File: config.mk
export PLATFORM = sky130hd
export DESIGN_NAME = rsp_s1_prep_ahbic_out_mp
export DESIGN_NICKNAME = d
export VERILOG_FILES = /design/src/rtl/rsp_s1_prep_ahbic_out_mp.sv
export SDC_FILE = /design/constraint.sdc
export NUM_CORES = 1
export LEC_CHECK = 0
export ABC_CLOCK_PERIOD_IN_PS = 4320
export BUFFER_PORTS_ARGS = -buffer_cell sky130_fd_sc_hd__buf_2
export CAP_MARGIN = 20
export CORE_AREA = 3 3 164 166
export DETAILED_ROUTE_END_ITERATION = 8
export DIE_AREA = 0 0 167 169
export HOLD_SLACK_MARGIN = 0.06
export PLACE_DENSITY_LB_ADDON = 0.2
export SYNTH_ARGS = -nofsm -noshare
export SYNTH_HDL_FRONTEND = slang
export SYNTH_SLANG_ARGS = --single-unit
File: constraint.sdc
create_clock -name HCLK -period 4.32 [get_ports HCLK]
set_input_delay 0.432 -clock HCLK [delete_from_list [all_inputs] [get_ports HCLK]]
set_output_delay 0.432 -clock HCLK [all_outputs]
set_load 0.01 [all_outputs]
File: src/rtl/rsp_s1_prep_ahbic_out_mp.sv
// AHB-Lite bus-matrix output stage with integrated per-slave arbiter.
// Define RSP_AHBIC_OUT_RR_EN for round-robin; fixed priority otherwise.
module rsp_s1_prep_ahbic_out_mp #(
  parameter int NUM_PORTS  = 4,
  parameter int ADDR_WIDTH = 32,
  parameter int DATA_WIDTH = 32
) (
  input  logic                           HCLK,
  input  logic                           HRESETn,
  input  logic [NUM_PORTS-1:0]           sel_op,
  input  logic [NUM_PORTS-1:0]           held_tran_op,
  input  logic [NUM_PORTS*ADDR_WIDTH-1:0] addr_op,
  input  logic [NUM_PORTS*2-1:0]         trans_op,
  input  logic [NUM_PORTS-1:0]           write_op,
  input  logic [NUM_PORTS*3-1:0]         size_op,
  input  logic [NUM_PORTS*3-1:0]         burst_op,
  input  logic [NUM_PORTS*4-1:0]         prot_op,
  input  logic [NUM_PORTS*4-1:0]         master_op,
  input  logic [NUM_PORTS-1:0]           mastlock_op,
  input  logic [NUM_PORTS*DATA_WIDTH-1:0] wdata_op,
  input  logic                           HREADYOUTM,
  output logic [NUM_PORTS-1:0]           active_op,
  output logic                           HSELM,
  output logic [ADDR_WIDTH-1:0]          HADDRM,
  output logic [1:0]                     HTRANSM,
  output logic                           HWRITEM,
  output logic [2:0]                     HSIZEM,
  output logic [2:0]                     HBURSTM,
  output logic [3:0]                     HPROTM,
  output logic [3:0]                     HMASTERM,
  output logic                           HMASTLOCKM,
  output logic [DATA_WIDTH-1:0]          HWDATAM,
  output logic                           HREADYMUXM
);

  localparam int PW = (NUM_PORTS > 1) ? $clog2(NUM_PORTS) : 1;

  logic [PW-1:0] r_addr_port;
  logic          r_no_port;
  logic [PW-1:0] r_data_port;
  logic          r_slave_sel;
  logic          r_hsel_lock;
  logic [3:0]    r_beat_cnt;
  logic [PW-1:0] r_last_grant;

  logic                  w_sel;
  logic [ADDR_WIDTH-1:0] w_addr;
  logic [1:0]            w_trans;
  logic                  w_write;
  logic [2:0]            w_size;
  logic [2:0]            w_burst;
  logic [3:0]            w_prot;
  logic [3:0]            w_master;
  logic                  w_lock;
  logic [NUM_PORTS-1:0]  w_req;
  logic                  w_any;
  logic [PW-1:0]         w_base;
  logic [PW-1:0]         w_win;
  logic                  w_hit;
  logic                  w_lock_nxt;
  logic                  w_hlock_arb;
  logic [3:0]            w_beat_nxt;
  logic                  w_nseq;
  logic                  w_seq;
  logic                  w_idle;

  always_comb begin
    w_sel    = 1'b0;
    w_addr   = '0;
    w_trans  = '0;
    w_write  = 1'b0;
    w_size   = '0;
    w_burst  = '0;
    w_prot   = '0;
    w_master = '0;
    w_lock   = 1'b0;
    for (int i = 0; i < NUM_PORTS; i++) begin
      if (r_addr_port == PW'(i)) begin
        w_sel    = sel_op[i];
        w_addr   = addr_op[i*ADDR_WIDTH +: ADDR_WIDTH];
        w_trans  = trans_op[i*2 +: 2];
        w_write  = write_op[i];
        w_size   = size_op[i*3 +: 3];
        w_burst  = burst_op[i*3 +: 3];
        w_prot   = prot_op[i*4 +: 4];
        w_master = master_op[i*4 +: 4];
        w_lock   = mastlock_op[i];
      end
    end
  end

  assign HSELM      = ~r_no_port & w_sel;
  assign HADDRM     = r_no_port ? '0 : w_addr;
  assign HTRANSM    = r_no_port ? '0 : w_trans;
  assign HWRITEM    = ~r_no_port & w_write;
  assign HSIZEM     = r_no_port ? '0 : w_size;
  assign HBURSTM    = r_no_port ? '0 : w_burst;
  assign HPROTM     = r_no_port ? '0 : w_prot;
  assign HMASTERM   = r_no_port ? '0 : w_master;
  assign HMASTLOCKM = ~r_no_port & w_lock;
  assign HREADYMUXM = r_slave_sel ? HREADYOUTM : 1'b1;

  always_comb begin
    active_op = '0;
    for (int i = 0; i < NUM_PORTS; i++)
      active_op[i] = ~r_no_port & (r_addr_port == PW'(i));
  end

  // Write data follows the owner of the previous accepted address phase
  always_comb begin
    HWDATAM = '0;
    for (int i = 0; i < NUM_PORTS; i++)
      if (r_data_port == PW'(i))
        HWDATAM = wdata_op[i*DATA_WIDTH +: DATA_WIDTH];
  end

  assign w_lock_nxt  = (HSELM & HTRANSM[1] & HMASTLOCKM) ? 1'b1 :
                       (~HMASTLOCKM ? 1'b0 : r_hsel_lock);
  assign w_hlock_arb = HMASTLOCKM & (r_hsel_lock | HSELM);

  assign w_nseq = (HTRANSM == 2'b10) & HSELM;
  assign w_seq  = (HTRANSM == 2'b11);
  assign w_idle = (HTRANSM == 2'b00);

  always_comb begin
    w_beat_nxt = r_beat_cnt;
    unique case (1'b1)
      w_nseq: begin
        case (HBURSTM)
          3'd2, 3'd3: w_beat_nxt = 4'd3;
          3'd4, 3'd5: w_beat_nxt = 4'd7;
          3'd6, 3'd7: w_beat_nxt = 4'd15;
          default:    w_beat_nxt = 4'd0;
        endcase
      end
      w_seq:  w_beat_nxt = (r_beat_cnt == 4'd0) ? 4'd0 : r_beat_cnt - 4'd1;
      w_idle: w_beat_nxt = 4'd0;
      default: w_beat_nxt = r_beat_cnt;
    endcase
  end

  assign w_req = held_tran_op & sel_op;
  assign w_any = |w_req;

`ifdef RSP_AHBIC_OUT_RR_EN
  assign w_base = r_last_grant;
`else
  // Fixed priority: search always starts after the top index, so port 0 first
  assign w_base = PW'(NUM_PORTS - 1) | (r_last_grant & PW'(0));
`endif

  always_comb begin
    w_win = r_addr_port;
    w_hit = 1'b0;
    for (int k = 1; k <= NUM_PORTS; k++) begin
      if (!w_hit && w_req[(int'(w_base) + k) % NUM_PORTS]) begin
        w_win = PW'((int'(w_base) + k) % NUM_PORTS);
        w_hit = 1'b1;
      end
    end
  end

  always_ff @(posedge HCLK or negedge HRESETn) begin
    if (!HRESETn) begin
      r_addr_port  <= '0;
      r_no_port    <= 1'b1;
      r_data_port  <= '0;
      r_slave_sel  <= 1'b0;
      r_hsel_lock  <= 1'b0;
      r_beat_cnt   <= '0;
      r_last_grant <= PW'(NUM_PORTS - 1);
    end else if (HREADYMUXM) begin
      r_data_port <= r_addr_port;
      r_slave_sel <= HSELM;
      r_hsel_lock <= w_lock_nxt;
      r_beat_cnt  <= w_beat_nxt;
      if (!r_no_port && (w_hlock_arb || (w_beat_nxt != 4'd0))) begin
        r_addr_port <= r_addr_port;
      end else if (w_any) begin
        r_addr_port  <= w_win;
        r_no_port    <= 1'b0;
        r_last_grant <= w_win;
      end else begin
        r_no_port <= 1'b1;
      end
    end
  end

endmodule

==> reports/metrics.cfg <==
[global_routing]
grt_pass1_vias = 4496
grt_pass1_wl_um = 26970
antenna_found_initial = 9
grt_max_degree = 40
track_usage_pct = 12.47
overflow = 0

[setup_path]
endpoint = r_addr_port[0]
critPathArrivalTime_ns = 3.42
r2r_cells = 9
crit_fanout = 23
critical_path_class = reg2reg
end_kind = register
start_kind = register
crit_required_ns = 4.44
reg2reg_slack_ns = 1.03
rr_startpoint = r_addr_port[0]
timing.rr.end = r_addr_port[0]
critPathLaunch = r_addr_port[0]

[clocking]
h-tree-depth = 1
clk_pin_slew_worst_paths_ns = 0.05
cts_tree = done
ctsLongestPathBuffers = 2
cts_buffers = 3
cts-resized-gates = 0
numClockSinks = 11
postCtsSetupBuffers = 0
holdBufCountCts = 0
cts.root.buffer_cell = clkbuf_16
worstSkewPairLatency_ns = 0.24

[placed_design]
io_buffers = 426
gp_congestion = 0.7998
dp_hpwl_um = 17000

[pwr]
vdd_drop_max_mv = 0.1684
p_comb_share_pct = 84.0
net-switching-power_mw = 1.468
p_int_mw = 1.692
seq_power_share_pct = 10.5
sw_frac_of_total_pct = 46.46
clkPwrFrac_pct = 5.6
leakage_nw = 2.800
p_per_area_mw_per_mm2 = 549.2

[floorplan]
start_util_pct = 12.34
fp-row-count = 59
die-area_mm2 = 0.02822
die_h_um = 169
num_io_pins = 427
core_mm2 = 0.02576
die_w_um = 167

[timing]
fin_setup_tns_ns = 0
worst_pin_slew_ns = 0.7253
finalMaxSlewViolations = 0
fin_skew_ns = 0.003660
slew_headroom_pct = 51.65
fin_crit_sh_pct = 76.27
fmax_mhz = 303.5
hold_viol = 0
setup_viol = 0
fin_crit_ns = 3.295
rsz0062_at_grt = false

[logic_synthesis]
synth_top_flop_cell = dfrtp_1
synth.distinct_cells = 46
syn-num-nets = 609
syn_inst = 266
synth_edf_count = 0
ys_seq_area_share_pct = 8.697
yosys-top-cells-area = mux4_2 58%, nor2b_1 9.8%, dfrtp_1 7.9%
synth_top_area_share_pct = 58.09
async_flop_share_pct = 100.0
yosysTopAreaCell = mux4_2
synth_area_mm2 = 0.003179
synth_area_per_cell_um2 = 11.95
yosysWarnings = 0
ys_ff_latch = 11
yosysMostFrequentCell = mux4_2
ys_top_cells_by_count = 82 x mux4_2, 50 x nor2b_1, 17 x nor2_1, 16 x clkbuf_1, 10 x dfrtp_1

[run_status]
status = finished, final reports clean

[drt]
viasPerCell = 4.161
first_pass_iters = 4
wl_per_cell_um = 18.67
post-route-drc-count = 0
routed_wl_um = 18910
drt-initial-drc-count = 152
drt.antenna.violating_nets = 0
vias = 4215

[finish]
drive_above_1_share_pct = 78.52
fin_util_pct = 22.34
fillers = 2901
nets = 1019
syn_to_final_growth_pct = 80.99

[run]
max_cap_violations = 0

[worst_hold_path]
hold_class = in2async

==> critical path, stage by stage (launching register included) <==
cell and delay [ns]:
dfrtp_4 0.68, mux4_2 0.55, nor2b_1 0.18, ha_1 0.22, and3b_1 0.21, a221oi_4 0.41, and3_1 0.23, o211ai_2 0.12
or2_0 0.25, a221o_1 0.33
==> sequential cells by signal, indices dropped and copies added, names as in the netlist <==
| register | cells |
|---|---|
| r_no_port | 1 |
| r_data_port | 2 |
| r_hsel_lock | 1 |
| r_addr_port | 2 |
| r_slave_sel | 1 |
| r_beat_cnt | 4 |
==> power groups by stage <==
stage          logic (mW)  clock network (mW)  registers, mW
2_1_floorplan        1.93                   0          0.174
3_3_place_gp         2.74                   0          0.349
3_5_place_dp         2.71                   0          0.343
4_1_cts              2.72               0.180          0.343
5_1_grt              2.91               0.186          0.361
6_report             2.65               0.176          0.331
==> metrics by stage <==
step	hold WS, ns	std cells	worst slack, ns	power, mW	instance area [um^2]
after floorplan	0.1364	266	1.249	2.106	3179
after global placement	0.3466	1006	0.9900	3.085	5668
after detailed placement	0.3491	1006	1.002	3.054	5668
after CTS	0.08388	1010	0.9769	3.244	5747
after global routing	0.09968	1012	0.8052	3.455	5752
final	0.07478	1013	1.025	3.160	5754
==> cells by family (layout without fill, tap and decap cells) <==
family,Yosys count,in the layout,share of synthesized area (%)
multiplexers,87,87,59.98
AND/OR/NAND/NOR,93,93,16.53
buffers and inverters,37,446,4.880
AO/OA/AOI/OAI,34,34,8.344
other,0,3,0
adder cells (fa/ha/maj),4,4,1.574
flip-flops,11,11,8.698
==> worst min path at each step <==
stage / end / slack, ns / depth (start not counted)
after global placement: r_slave_sel / 0.35 / 1
after floorplan: r_addr_port[0] / 0.14 / 0
final: r_addr_port[0] / 0.07 / 1
after global routing: r_beat_cnt[1] / 0.1 / 1
after detailed placement: r_beat_cnt[1] / 0.35 / 1
after CTS: r_beat_cnt[1] / 0.08 / 1
==> layer usage <==
layer	up-vias	GRT usage [%]	wire (um)	share of wire, %
met3	31	3.316	1831	9.7
met2	296	25.20	10610	56
met5	-	0	26	0.14
met4	4	3.587	566	3.0
met1	1978	12.35	5874	31
li1	1906	-	-	-
==> area by class of cell <==
class	instances	area [um^2]	share of cell area (%)
multi-input combinational	218	2748	47.75
timing repair buffer	433	2185	37.96
tap	335	419.2	7.284
sequential	11	282.8	4.914
clock buffer	4	78.83	1.370
inverter	9	33.78	0.5871
antenna	3	7.507	0.1305
==> cell usage in the layout (no fill, tap or decap), drive strengths merged, types with 2 or more instances in the layout <==
cell type and n:
a21oi 5, a221oi 2, a31oi 2, and2 2
buf 433, clkbuf 4, dfrtp 10, diode 3
ha 4, inv 8, mux2 2, mux2i 3
mux4 82, nand2 9, nand2b 6, nor2 17
nor2b 50, o21ai 8, o221a 2, o22a 2
o31a 2, or2 3
(Power assumes the default switching activity.)
